<file path="src/rtl/to_udp_adapter_pkg.sv">
// to_udp_adapter_pkg: widths, descriptor and flit layouts shared by the UDP TX adapter
package to_udp_adapter_pkg;

    localparam int XY_WIDTH         = 8;
    localparam int NOC_FBITS_WIDTH  = 4;
    localparam int MSG_LENGTH_WIDTH = 22;
    localparam int MSG_TYPE_WIDTH   = 8;
    localparam int DATA_FLITS_W     = 17;

    localparam logic [MSG_TYPE_WIDTH-1:0] UDP_TX_SEGMENT = 8'd20;

    typedef struct packed {
        logic [31:0] src_ip;
        logic [31:0] dst_ip;
        logic [15:0] src_port;
        logic [15:0] dst_port;
        logic [15:0] data_length;
    } udp_info;

    // Header fields occupy the top bits of the flit; the rest of the flit is zero.
    typedef struct packed {
        logic [XY_WIDTH-1:0]         dst_x;
        logic [XY_WIDTH-1:0]         dst_y;
        logic [NOC_FBITS_WIDTH-1:0]  dst_fbits;
        logic [MSG_LENGTH_WIDTH-1:0] msg_len;
        logic [MSG_TYPE_WIDTH-1:0]   msg_type;
        logic [XY_WIDTH-1:0]         src_x;
        logic [XY_WIDTH-1:0]         src_y;
        logic [NOC_FBITS_WIDTH-1:0]  src_fbits;
    } udp_noc_hdr_flit;

    typedef struct packed {
        logic [31:0] src_ip;
        logic [31:0] dst_ip;
        logic [15:0] src_port;
        logic [15:0] dst_port;
        logic [15:0] data_length;
    } udp_tx_metadata_flit;

    typedef enum logic [1:0] {FLIT_NONE, FLIT_HDR, FLIT_META, FLIT_DATA} flit_sel_e;

    // ceil(len / 2^bytes_w) using a 17-bit sum so a 16-bit length never overflows
    function automatic logic [DATA_FLITS_W-1:0] calc_data_flits(input logic [15:0] len, input int unsigned bytes_w);
        logic [DATA_FLITS_W-1:0] sum;
        sum = {1'b0, len} + ((DATA_FLITS_W'(1) << bytes_w) - DATA_FLITS_W'(1));
        return sum >> bytes_w;
    endfunction

endpackage

</file>
<file path="src/rtl/to_udp_adapter_datap.sv">
// to_udp_datap: descriptor register, flit counter, flit muxing; length check under TO_UDP_LEN_CHECK_EN
module to_udp_datap
    import to_udp_adapter_pkg::*;
#(
    parameter int                         NOC_DATA_W = 512,
    parameter logic [XY_WIDTH-1:0]        SRC_X      = '0,
    parameter logic [XY_WIDTH-1:0]        SRC_Y      = '0,
    parameter logic [XY_WIDTH-1:0]        DST_X      = '0,
    parameter logic [XY_WIDTH-1:0]        DST_Y      = '0,
    parameter logic [NOC_FBITS_WIDTH-1:0] DST_FBITS  = '0
) (
    input  logic                  clk,
    input  logic                  rst,
    input  logic                  store_info_i,
    input  logic                  incr_cnt_i,
    input  flit_sel_e             flit_sel_i,
    input  udp_info               info_i,
    input  logic [NOC_DATA_W-1:0] src_data_i,
    input  logic                  src_data_last_i,
    output logic [NOC_DATA_W-1:0] noc_data_o,
    output logic                  datap_ctrl_last_data,
    output logic                  datap_ctrl_no_data,
    output logic                  len_err_o
);

    localparam int NOC_BYTES   = NOC_DATA_W / 8;
    localparam int NOC_BYTES_W = $clog2(NOC_BYTES);

    udp_info                 info_q, info_d;
    logic [DATA_FLITS_W-1:0] data_flits_q, data_flits_d;
    logic [DATA_FLITS_W-1:0] cnt_q, cnt_d;
    udp_noc_hdr_flit         hdr;
    udp_tx_metadata_flit     meta;
    logic [NOC_DATA_W-1:0]   hdr_word, meta_word;

    // latch the descriptor and its flit count on accept; count accepted payload flits
    always_comb begin
        info_d       = store_info_i ? info_i : info_q;
        data_flits_d = store_info_i ? calc_data_flits(info_i.data_length, NOC_BYTES_W) : data_flits_q;
        cnt_d        = store_info_i ? '0 : incr_cnt_i ? cnt_q + DATA_FLITS_W'(1) : cnt_q;
    end

    // descriptor, flit count and payload counter registers
    always_ff @(posedge clk) begin
        if (rst) begin
            info_q       <= '0;
            data_flits_q <= '0;
            cnt_q        <= '0;
        end else begin
            info_q       <= info_d;
            data_flits_q <= data_flits_d;
            cnt_q        <= cnt_d;
        end
    end

    // build header and metadata flits, fields packed into the top bits
    always_comb begin
        hdr                       = '0;
        hdr.dst_x                 = DST_X;
        hdr.dst_y                 = DST_Y;
        hdr.dst_fbits             = DST_FBITS;
        hdr.msg_len               = MSG_LENGTH_WIDTH'(data_flits_q) + MSG_LENGTH_WIDTH'(1);
        hdr.msg_type              = UDP_TX_SEGMENT;
        hdr.src_x                 = SRC_X;
        hdr.src_y                 = SRC_Y;
        meta                      = '0;
        meta.src_ip               = info_q.src_ip;
        meta.dst_ip               = info_q.dst_ip;
        meta.src_port             = info_q.src_port;
        meta.dst_port             = info_q.dst_port;
        meta.data_length          = info_q.data_length;
        hdr_word                  = '0;
        hdr_word[NOC_DATA_W-1 -: $bits(udp_noc_hdr_flit)] = hdr;
        meta_word                 = '0;
        meta_word[NOC_DATA_W-1 -: $bits(udp_tx_metadata_flit)] = meta;
    end

    assign noc_data_o = (flit_sel_i == FLIT_HDR)  ? hdr_word  :
                        (flit_sel_i == FLIT_META) ? meta_word :
                        (flit_sel_i == FLIT_DATA) ? src_data_i : '0;

    assign datap_ctrl_last_data = cnt_q == data_flits_q - DATA_FLITS_W'(1);
    assign datap_ctrl_no_data   = data_flits_q == '0;

`ifdef TO_UDP_LEN_CHECK_EN
    logic len_err_q, len_err_d;

    assign len_err_d = len_err_q | (incr_cnt_i & (src_data_last_i != datap_ctrl_last_data));
    assign len_err_o = len_err_q;

    // sticky flag: source last marker disagreed with counter framing
    always_ff @(posedge clk) begin
        len_err_q <= rst ? 1'b0 : len_err_d;
    end
`else
    logic unused_last;

    assign unused_last = src_data_last_i;
    assign len_err_o   = 1'b0;
`endif

endmodule

</file>
<file path="src/rtl/to_udp_adapter.sv">
// to_udp_adapter: app-to-UDP-TX message builder (hdr, meta, payload flits); optional TO_UDP_LEN_CHECK_EN
module to_udp_adapter
    import to_udp_adapter_pkg::*;
#(
    parameter int                         NOC_DATA_W = 512,
    parameter logic [XY_WIDTH-1:0]        SRC_X      = '0,
    parameter logic [XY_WIDTH-1:0]        SRC_Y      = '0,
    parameter logic [XY_WIDTH-1:0]        DST_X      = '0,
    parameter logic [XY_WIDTH-1:0]        DST_Y      = '0,
    parameter logic [NOC_FBITS_WIDTH-1:0] DST_FBITS  = '0
) (
    input  logic                  clk,
    input  logic                  rst,
    input  logic                  src_to_udp_meta_val,
    input  udp_info               src_to_udp_meta_info,
    output logic                  to_udp_src_meta_rdy,
    input  logic                  src_to_udp_data_val,
    input  logic [NOC_DATA_W-1:0] src_to_udp_data,
    input  logic                  src_to_udp_data_last,
    output logic                  to_udp_src_data_rdy,
    output logic                  noc_to_udp_val,
    output logic [NOC_DATA_W-1:0] noc_to_udp_data,
    input  logic                  udp_to_noc_rdy,
    output logic                  len_err
);

    localparam logic [1:0] READY = 2'd0;
    localparam logic [1:0] HDR   = 2'd1;
    localparam logic [1:0] META  = 2'd2;
    localparam logic [1:0] DATA  = 2'd3;

    logic [1:0] state_q, state_d;
    logic       meta_hs, data_hs;
    logic       datap_ctrl_last_data, datap_ctrl_no_data, datap_len_err;
    flit_sel_e  flit_sel;

    // outputs are forced low while reset is asserted
    assign to_udp_src_meta_rdy = ~rst & (state_q == READY);
    assign to_udp_src_data_rdy = ~rst & (state_q == DATA) & udp_to_noc_rdy;
    assign noc_to_udp_val      = ~rst & ((state_q == HDR) | (state_q == META) |
                                         ((state_q == DATA) & src_to_udp_data_val));
    assign meta_hs             = src_to_udp_meta_val & to_udp_src_meta_rdy;
    assign data_hs             = src_to_udp_data_val & to_udp_src_data_rdy;
    assign flit_sel            = rst                ? FLIT_NONE :
                                 (state_q == HDR)   ? FLIT_HDR  :
                                 (state_q == META)  ? FLIT_META :
                                 (state_q == DATA)  ? FLIT_DATA : FLIT_NONE;
    assign len_err             = ~rst & datap_len_err;

    // message sequencing: descriptor -> header -> metadata -> payload flits
    always_comb begin
        state_d = state_q;
        unique case (state_q)
            READY:   if (meta_hs) state_d = HDR;
            HDR:     if (udp_to_noc_rdy) state_d = META;
            META:    if (udp_to_noc_rdy) state_d = datap_ctrl_no_data ? READY : DATA;
            default: if (data_hs && datap_ctrl_last_data) state_d = READY;
        endcase
    end

    // state register
    always_ff @(posedge clk) begin
        state_q <= rst ? READY : state_d;
    end

    to_udp_datap #(
        .NOC_DATA_W (NOC_DATA_W),
        .SRC_X      (SRC_X),
        .SRC_Y      (SRC_Y),
        .DST_X      (DST_X),
        .DST_Y      (DST_Y),
        .DST_FBITS  (DST_FBITS)
    ) u_datap (
        .clk                  (clk),
        .rst                  (rst),
        .store_info_i         (meta_hs),
        .incr_cnt_i           (data_hs),
        .flit_sel_i           (flit_sel),
        .info_i               (src_to_udp_meta_info),
        .src_data_i           (src_to_udp_data),
        .src_data_last_i      (src_to_udp_data_last),
        .noc_data_o           (noc_to_udp_data),
        .datap_ctrl_last_data (datap_ctrl_last_data),
        .datap_ctrl_no_data   (datap_ctrl_no_data),
        .len_err_o            (datap_len_err)
    );

endmodule

</file>
<file path="config.mk">
export PLATFORM = sky130hd
export DESIGN_NAME = to_udp_adapter
export DESIGN_NICKNAME = d
export VERILOG_FILES = /design/src/rtl/to_udp_adapter_pkg.sv /design/src/rtl/to_udp_adapter_datap.sv /design/src/rtl/to_udp_adapter.sv
export SDC_FILE = /design/constraint.sdc
export NUM_CORES = 1
export LEC_CHECK = 0
export ABC_AREA = 1
export BUFFER_PORTS_ARGS = -buffer_cell sky130_fd_sc_hd__buf_2
export CORE_AREA = 2 2 450 452
export CTS_BUF_LIST = sky130_fd_sc_hd__clkbuf_4 sky130_fd_sc_hd__clkbuf_8
export CTS_CLUSTER_DIAMETER = 50
export CTS_CLUSTER_SIZE = 20
export DETAILED_ROUTE_END_ITERATION = 7
export DIE_AREA = 0 0 452 454
export SYNTH_ARGS = -nofsm -noshare
export SYNTH_HDL_FRONTEND = slang
export SYNTH_SLANG_ARGS = --single-unit
export TNS_END_PERCENT = 50
</file>
<file path="constraint.sdc">
create_clock -name clk -period 3.4 [get_ports clk]
set_input_delay 0 -clock clk [delete_from_list [all_inputs] [get_ports clk]]
set_output_delay 0 -clock clk [all_outputs]
set_load 0.02 [all_outputs]
</file>
---- Yosys cells after proc, flatten, opt, wreduce, memory -nomap -nowiden ----
Cells that the tools add are included.
storage, ports and cells
  flip-flop bits (word level) ............. 142
  input bits .............................. 630
  output and inout bits ................... 516
  logic and storage cells ................. 51
operators by class
  add/subtract/negate cells ............... 4
  equal/unequal tests ..................... 10
  mux-type cells .......................... 13
  bitwise gates (word level) .............. 10
  reduce and logical (&&, ||, !) cells .... 6
operators with widths
  operator                                              number
  2-to-1 mux 512 bit                                    3
  2-to-1 mux 2 bit                                      9
  adder 16 x 6 -> 17 bit (second input constant)        1
  adder 17 x 1 -> 17 bit (second input constant)        1
  equality test 17 bit                                  1
  logical NOT 17 bit                                    1
  adder 11 x 1 -> 12 bit (second input constant)        1
  subtractor 11 x 1 -> 12 bit (second input constant)   1
  equality test 2 bit (second input constant)           4
  AND 1 bit                                             7
  one-hot mux 2 bit (3 select lines)                    1
  equality test 2 x 1 -> 1 bit (second input constant)  2
  != test 2 bit (second input constant)                 2
  AND reduction 4 bit                                   1
  nonzero test 4 bit                                    1
  logical NOT 2 bit                                     1
  != test 2 x 1 -> 1 bit (second input constant)        1
  OR 1 bit                                              2
  OR reduction 2 bit                                    1
  logical AND 1 bit                                     1
  NOT 1 bit                                             1

---- Longest topological paths before layout ----
  word-level depth ........................ 9
  mapped depth ............................ 16
  depth with buffers taken out ............ 16

---- Hierarchy ----
Synthesis repeated with hierarchy kept, for this count alone.
unflattened totals
  cells, all modules ...................... 1944
  area, all modules ....................... 10372.4 µm²
modules (own cells, without submodules)
  module          instances  cells each  area an instance (µm²)  sequential area each (µm²)
  to_udp_datap    1          1899        10095.9                 2802.7
  to_udp_adapter  1          45          276.5                   40.0

---- Worst setup path before layout ----
OpenSTA, ideal clock, no wires.
  path type ............................... register to output
  from .................................... register state_q[1]
  to ...................................... output noc_to_udp_data[509]
  arrival time ............................ 1.943 ns
  required time ........................... 3.400 ns
  slack ................................... 1.457 ns
  stages on the path, launching flop included .. 10
  buffers on the path ..................... 2
  cells stage by stage .................... dfxtp_1 > inv_1 > ha_1 > inv_1 > o211ai_1 > nor2_2 > inv_1 > buf_2 > buf_2 > o21ai_0
between the ends
  word-level cells in the longest chain between the ends .. 9
  elaborated cells on any way between the ends .. 13
  classes of those cells .................. eq/ne (6); mux (7)
ends and longest elaborated chain
  what                      RTL line                    RTL
  start: declaration        to_udp_adapter.sv:32        logic [1:0] state_q, state_d;
  start signal: assignment  to_udp_adapter.sv:63        state_q <= rst ? READY : state_d;
  equality test 2 bit       to_udp_adapter.sv:47        (state_q == DATA) ? FLIT_DATA : FLIT_NONE;
  2-to-1 mux 2 bit          to_udp_adapter.sv:47
  2-to-1 mux 2 bit          to_udp_adapter.sv:46        (state_q == META) ? FLIT_META :
  2-to-1 mux 2 bit (*)      to_udp_adapter.sv:45        (state_q == HDR) ? FLIT_HDR :
  2-to-1 mux 2 bit (*)      to_udp_adapter.sv:44        assign flit_sel = rst ? FLIT_NONE :
  equality test 2 bit       to_udp_adapter_datap.sv:80  (flit_sel_i == FLIT_DATA) ? src_data_i : '0;
  2-to-1 mux 512 bit        to_udp_adapter_datap.sv:80
  2-to-1 mux 512 bit        to_udp_adapter_datap.sv:79  (flit_sel_i == FLIT_META) ? meta_word :
  2-to-1 mux 512 bit (*)    to_udp_adapter_datap.sv:78  assign noc_data_o = (flit_sel_i == FLIT_HDR) ? hdr_word :
  end: declaration          to_udp_adapter.sv:22        output logic [NOC_DATA_W-1:0] noc_to_udp_data,
Mark *: on every way between the ends. The rest lies on a longest branch, timed or not.

---- Worst setup path after layout ----
  from .................................... register state_q[0]
  to ...................................... output noc_to_udp_data[101]
Same word-level chain as after synthesis.

==> impl.org <==
** Pwr
- Lkg Pwr :: 11.94 nW
- Power per cell area :: 282.8 mW/mm^2
- The worst-case IR drop observed on VDD is 0.0002365 V.
- Clock power share :: 24.9%
- The internal power of the cells totals 3.346 mW.
- The analysis attributes to net switching a power of 2.617 mW.
- Of the total power, combinational logic draws 40.8%.
- Net switching is 43.89% of the power.
- Per report_power, the sequential group accounts for 34.3% of the total.

** Logic synthesis
- For this run, asynchronously set or reset flops after synthesis account for 0%.
- Sequential elements use 27.31% of the synthesized area.
- Unique masters post-synth :: 36
- Commonest register cell after synthesis :: sky130_fd_sc_hd__dfxtp_1
- The Yosys step of the flow raised 0 warnings.
- Synthesis produced 1944 cells.
- Number of flops mapped to enable cells by yosys :: 0
- Total of flip-flops plus latches after synthesis :: 142
- A synthesized cell averages 5.354 sq um.
- Summed instance area of the synthesized netlist :: 0.01041 sq mm
- Number of nets in the synthesized netlist :: 2582

** GRT
- GRT met3 Usage :: 3.225%
- Routing usage on met2 :: 30.34%
- The number of antenna violations at the first check in global routing came to 237.
- For this run, the total global-route usage over all layers was measured as 14.06%.
- Met1 Use GR :: 12.25%
- Grt total ovfl :: 0
- The first global-routing pass estimated 177400 um of wire.
- Layer with the highest usage :: met2
- Largest net degree at the start of global routing :: 113
- The number of global-route vias before repair came to 14230.

** Clock network
- H-tree lvl count :: 4
- TritonCTS clock tree :: built
- Post-CTS Setup Inserts :: 0
- After clock tree synthesis, the clock-pin slew on the worst setup and hold paths is 120 ps.
- Longest Clk Path Bufs :: 2
- Number of sinks driven by the clock tree :: 142
- In this run the clock root is driven by a sky130_fd_sc_hd__clkbuf_8.
- The number of clock buffers added by TritonCTS is 17.
- Insertion delay of the later-clocked pin in the worst-skew pair :: 590 ps

** Timing
- The clock period could shrink to 3190 ps.
- Number of setup violations in the final report :: 0
- Measured slew at the worst slew-check pin :: 824.1 ps
- The final critical path takes up 93.82% of the cycle.
- Headroom to the max-slew limit :: 45.06%
- Aggregate negative setup slack :: 0 ps
- Final Hold Violating Endpoints :: 0
- Final-layout worst hold slack :: 90.07 ps
- Between clock sinks in the finished design, the worst skew comes to 28.23 ps.
- RSZ-0062 raised after global routing :: no
- After layout, the worst setup slack is 210.3 ps.
- The count of pins over their slew limit was 0.
- Max Clk Rate :: 313.5 MHz

** Floorplanning
- Effective utilization at floorplan :: 5.182%
- The die is 452 um wide.
- The die covers 0.2052 sq mm.
- Area of the core :: 0.2009 sq mm
- 1146 I/O pins were placed.
- # rows :: 165
- From bottom edge to top edge, the die measures 454 um.

** Drt
- Total wire length :: 152100 um
- Total number of vias :: 17040
- Remaining DRCs :: 0
- Detailed-routing iteration count for the pre-antenna-repair pass :: 5
- First-iteration detailed-routing DRC count :: 1194
- Average via count per standard cell :: 2.881
- Average detailed-routed wire length per instance :: 25.71 um
- Antenna violation net count after detailed routing :: 0

** Worst setup path
- For the worst setup path, the data required time is 3400 ps.
- Setup CP Type :: reg -> out
- Data on the critical path arrives at its endpoint at 3190 ps.
- The worst setup path is launched from a flip-flop.
- STA classifies the critical path endpoint as an output pin.
- CP Max Fanout :: 71

** Placement
- Count of input and output buffers :: 1143
- DP Cell Count :: 5678
- Post-placement worst setup slack :: 809.3 ps
- The congestion estimate from routability-driven global placement came to 0.9441.
- DPL Wire Length :: 138900 um

** Cells and area
- The net count of the finished layout is 3783.
- Share of the core filled with cells :: 10.50%
- Post-route non-filler standard cell count :: 5914
- From synthesis to final layout, the design area changed by 102.6%.
- The post-route netlist has 38.51% of its cells at a drive strength greater than 1.

** Run status
- Run status :: completed

** Min path
- The worst hold path belongs to the class in -> reg.

** Flow run
- # Max-Cap Violations :: 0
## power groups by stage
stage / clock network (mW) / registers [mW] / logic (mW)
after global placement: 0 / 2.08 / 2.32
after CTS: 1.59 / 2.04 / 2.47
after global routing: 1.61 / 2.07 / 2.71
after floorplan: 0 / 2.04 / 1.25
final: 1.49 / 2.05 / 2.43
after detailed placement: 0 / 2.08 / 2.33
## flip-flops by register name, summed over array words and instances (netlist names)
name / count
u_datap.cnt_q: 17
u_datap.info_q: 112
state_q: 2
u_datap.data_flits_q: 11
## metrics by stage
step / cell area (sq um) / power [mW]
after floorplan: 10410 / 3.285
after global placement: 19290 / 4.402
after detailed placement: 19290 / 4.409
after CTS: 20880 / 6.106
after global routing: 21030 / 6.391
final: 21090 / 5.963
## cell usage in the layout (no fill, tap or decap), types with 18 or more instances in the layout
master and instances:
sky130_fd_sc_hd__a21oi_1 20, sky130_fd_sc_hd__buf_2 1143, sky130_fd_sc_hd__clkbuf_8 18, sky130_fd_sc_hd__dfxtp_1 142
sky130_fd_sc_hd__diode_2 84, sky130_fd_sc_hd__dlygate4sd3_1 120, sky130_fd_sc_hd__inv_1 575, sky130_fd_sc_hd__nand2_1 313
sky130_fd_sc_hd__nand3_1 36, sky130_fd_sc_hd__nor2_1 447, sky130_fd_sc_hd__o21ai_0 214
## Yosys cell counts (2+ instances only)
cell type                  number  area share [%]
sky130_fd_sc_hd__nor2_4         3            0.32
sky130_fd_sc_hd__nor2_2         6            0.36
sky130_fd_sc_hd__nand2_1      313              11
sky130_fd_sc_hd__nand4_1        4            0.24
sky130_fd_sc_hd__nor2_1       448              16
sky130_fd_sc_hd__nand2_2        4            0.24
sky130_fd_sc_hd__inv_1        578              21
sky130_fd_sc_hd__buf_2         54             2.6
sky130_fd_sc_hd__clkbuf_1      38             1.4
sky130_fd_sc_hd__a22o_1         4            0.34
sky130_fd_sc_hd__nor3_4         2            0.31
sky130_fd_sc_hd__xor2_1        14             1.2
sky130_fd_sc_hd__a31oi_1        2            0.12
sky130_fd_sc_hd__a221oi_1       2            0.17
sky130_fd_sc_hd__buf_4          2            0.14
sky130_fd_sc_hd__o211ai_1       9            0.65
sky130_fd_sc_hd__a21oi_1       20            0.96
sky130_fd_sc_hd__a211oi_1       2            0.14
sky130_fd_sc_hd__dfxtp_1      142              27
sky130_fd_sc_hd__o22ai_1       11            0.66
sky130_fd_sc_hd__o21ai_1        2           0.096
sky130_fd_sc_hd__ha_1           8            0.96
sky130_fd_sc_hd__nor3_1        10            0.48
sky130_fd_sc_hd__buf_1          6            0.22
sky130_fd_sc_hd__o21ai_0      214              10
sky130_fd_sc_hd__nand3_1       36             1.7
## path summary, 6_finish.rpt
check,to,cells after the start,slack [ps],startpoint
hold reg to reg,u_datap.info_q[12],2,470,u_datap.info_q[12]
setup reg to reg,u_datap.cnt_q[14],10,640,state_q[0]
setup / recovery,noc_to_udp_data[101],8,210,state_q[0]
hold / removal,u_datap.info_q[11],4,90,src_to_udp_meta_val
## routing by layer
metal	routed length, um	vias to the layer above
li1	-	8066
met1	44250	7483
met2	91680	1023
met3	10250	403
met4	5450	62
met5	444	-
## final cells by class
cell class              instances  area [sq um]
flip-flops and latches        142          2843
clock buffers                  18         247.7
fillers                     23830        179800
inverters                     580          2195
multi-input cells            1122          4943
well taps                    2672          3343
repair buffers               1282          7164
clock inverters                14         141.4
diodes                         84         210.2
## worst max-delay path, stage by stage (launching register included)
cell	delay, ps
sky130_fd_sc_hd__dfxtp_1	450
sky130_fd_sc_hd__inv_1	100
sky130_fd_sc_hd__ha_1	250
sky130_fd_sc_hd__o211ai_1	350
sky130_fd_sc_hd__nor2_4	100
sky130_fd_sc_hd__inv_8	270
sky130_fd_sc_hd__buf_4	620
sky130_fd_sc_hd__nor2_1	200
sky130_fd_sc_hd__buf_2	220
## cells by family (layout without fill, tap and decap cells)
group	after synthesis	after routing	share of synthesized area, %
other cells	1	85	0.03603
compound gates	270	270	13.75
fa+ha+maj	8	8	0.9617
simple gates	828	828	31.41
xor+xnor	15	15	1.262
flops	142	142	27.31
buf+inv	680	1894	25.27
## timing repair
| item | CTS | global route |
|---|---|---|
| hold buffers | 120 | 0 |
| hold endpoints to repair | 131 | 0 |
| gates resized for setup | 0 | 0 |
Note: power is estimated with default switching activity, not from simulation.
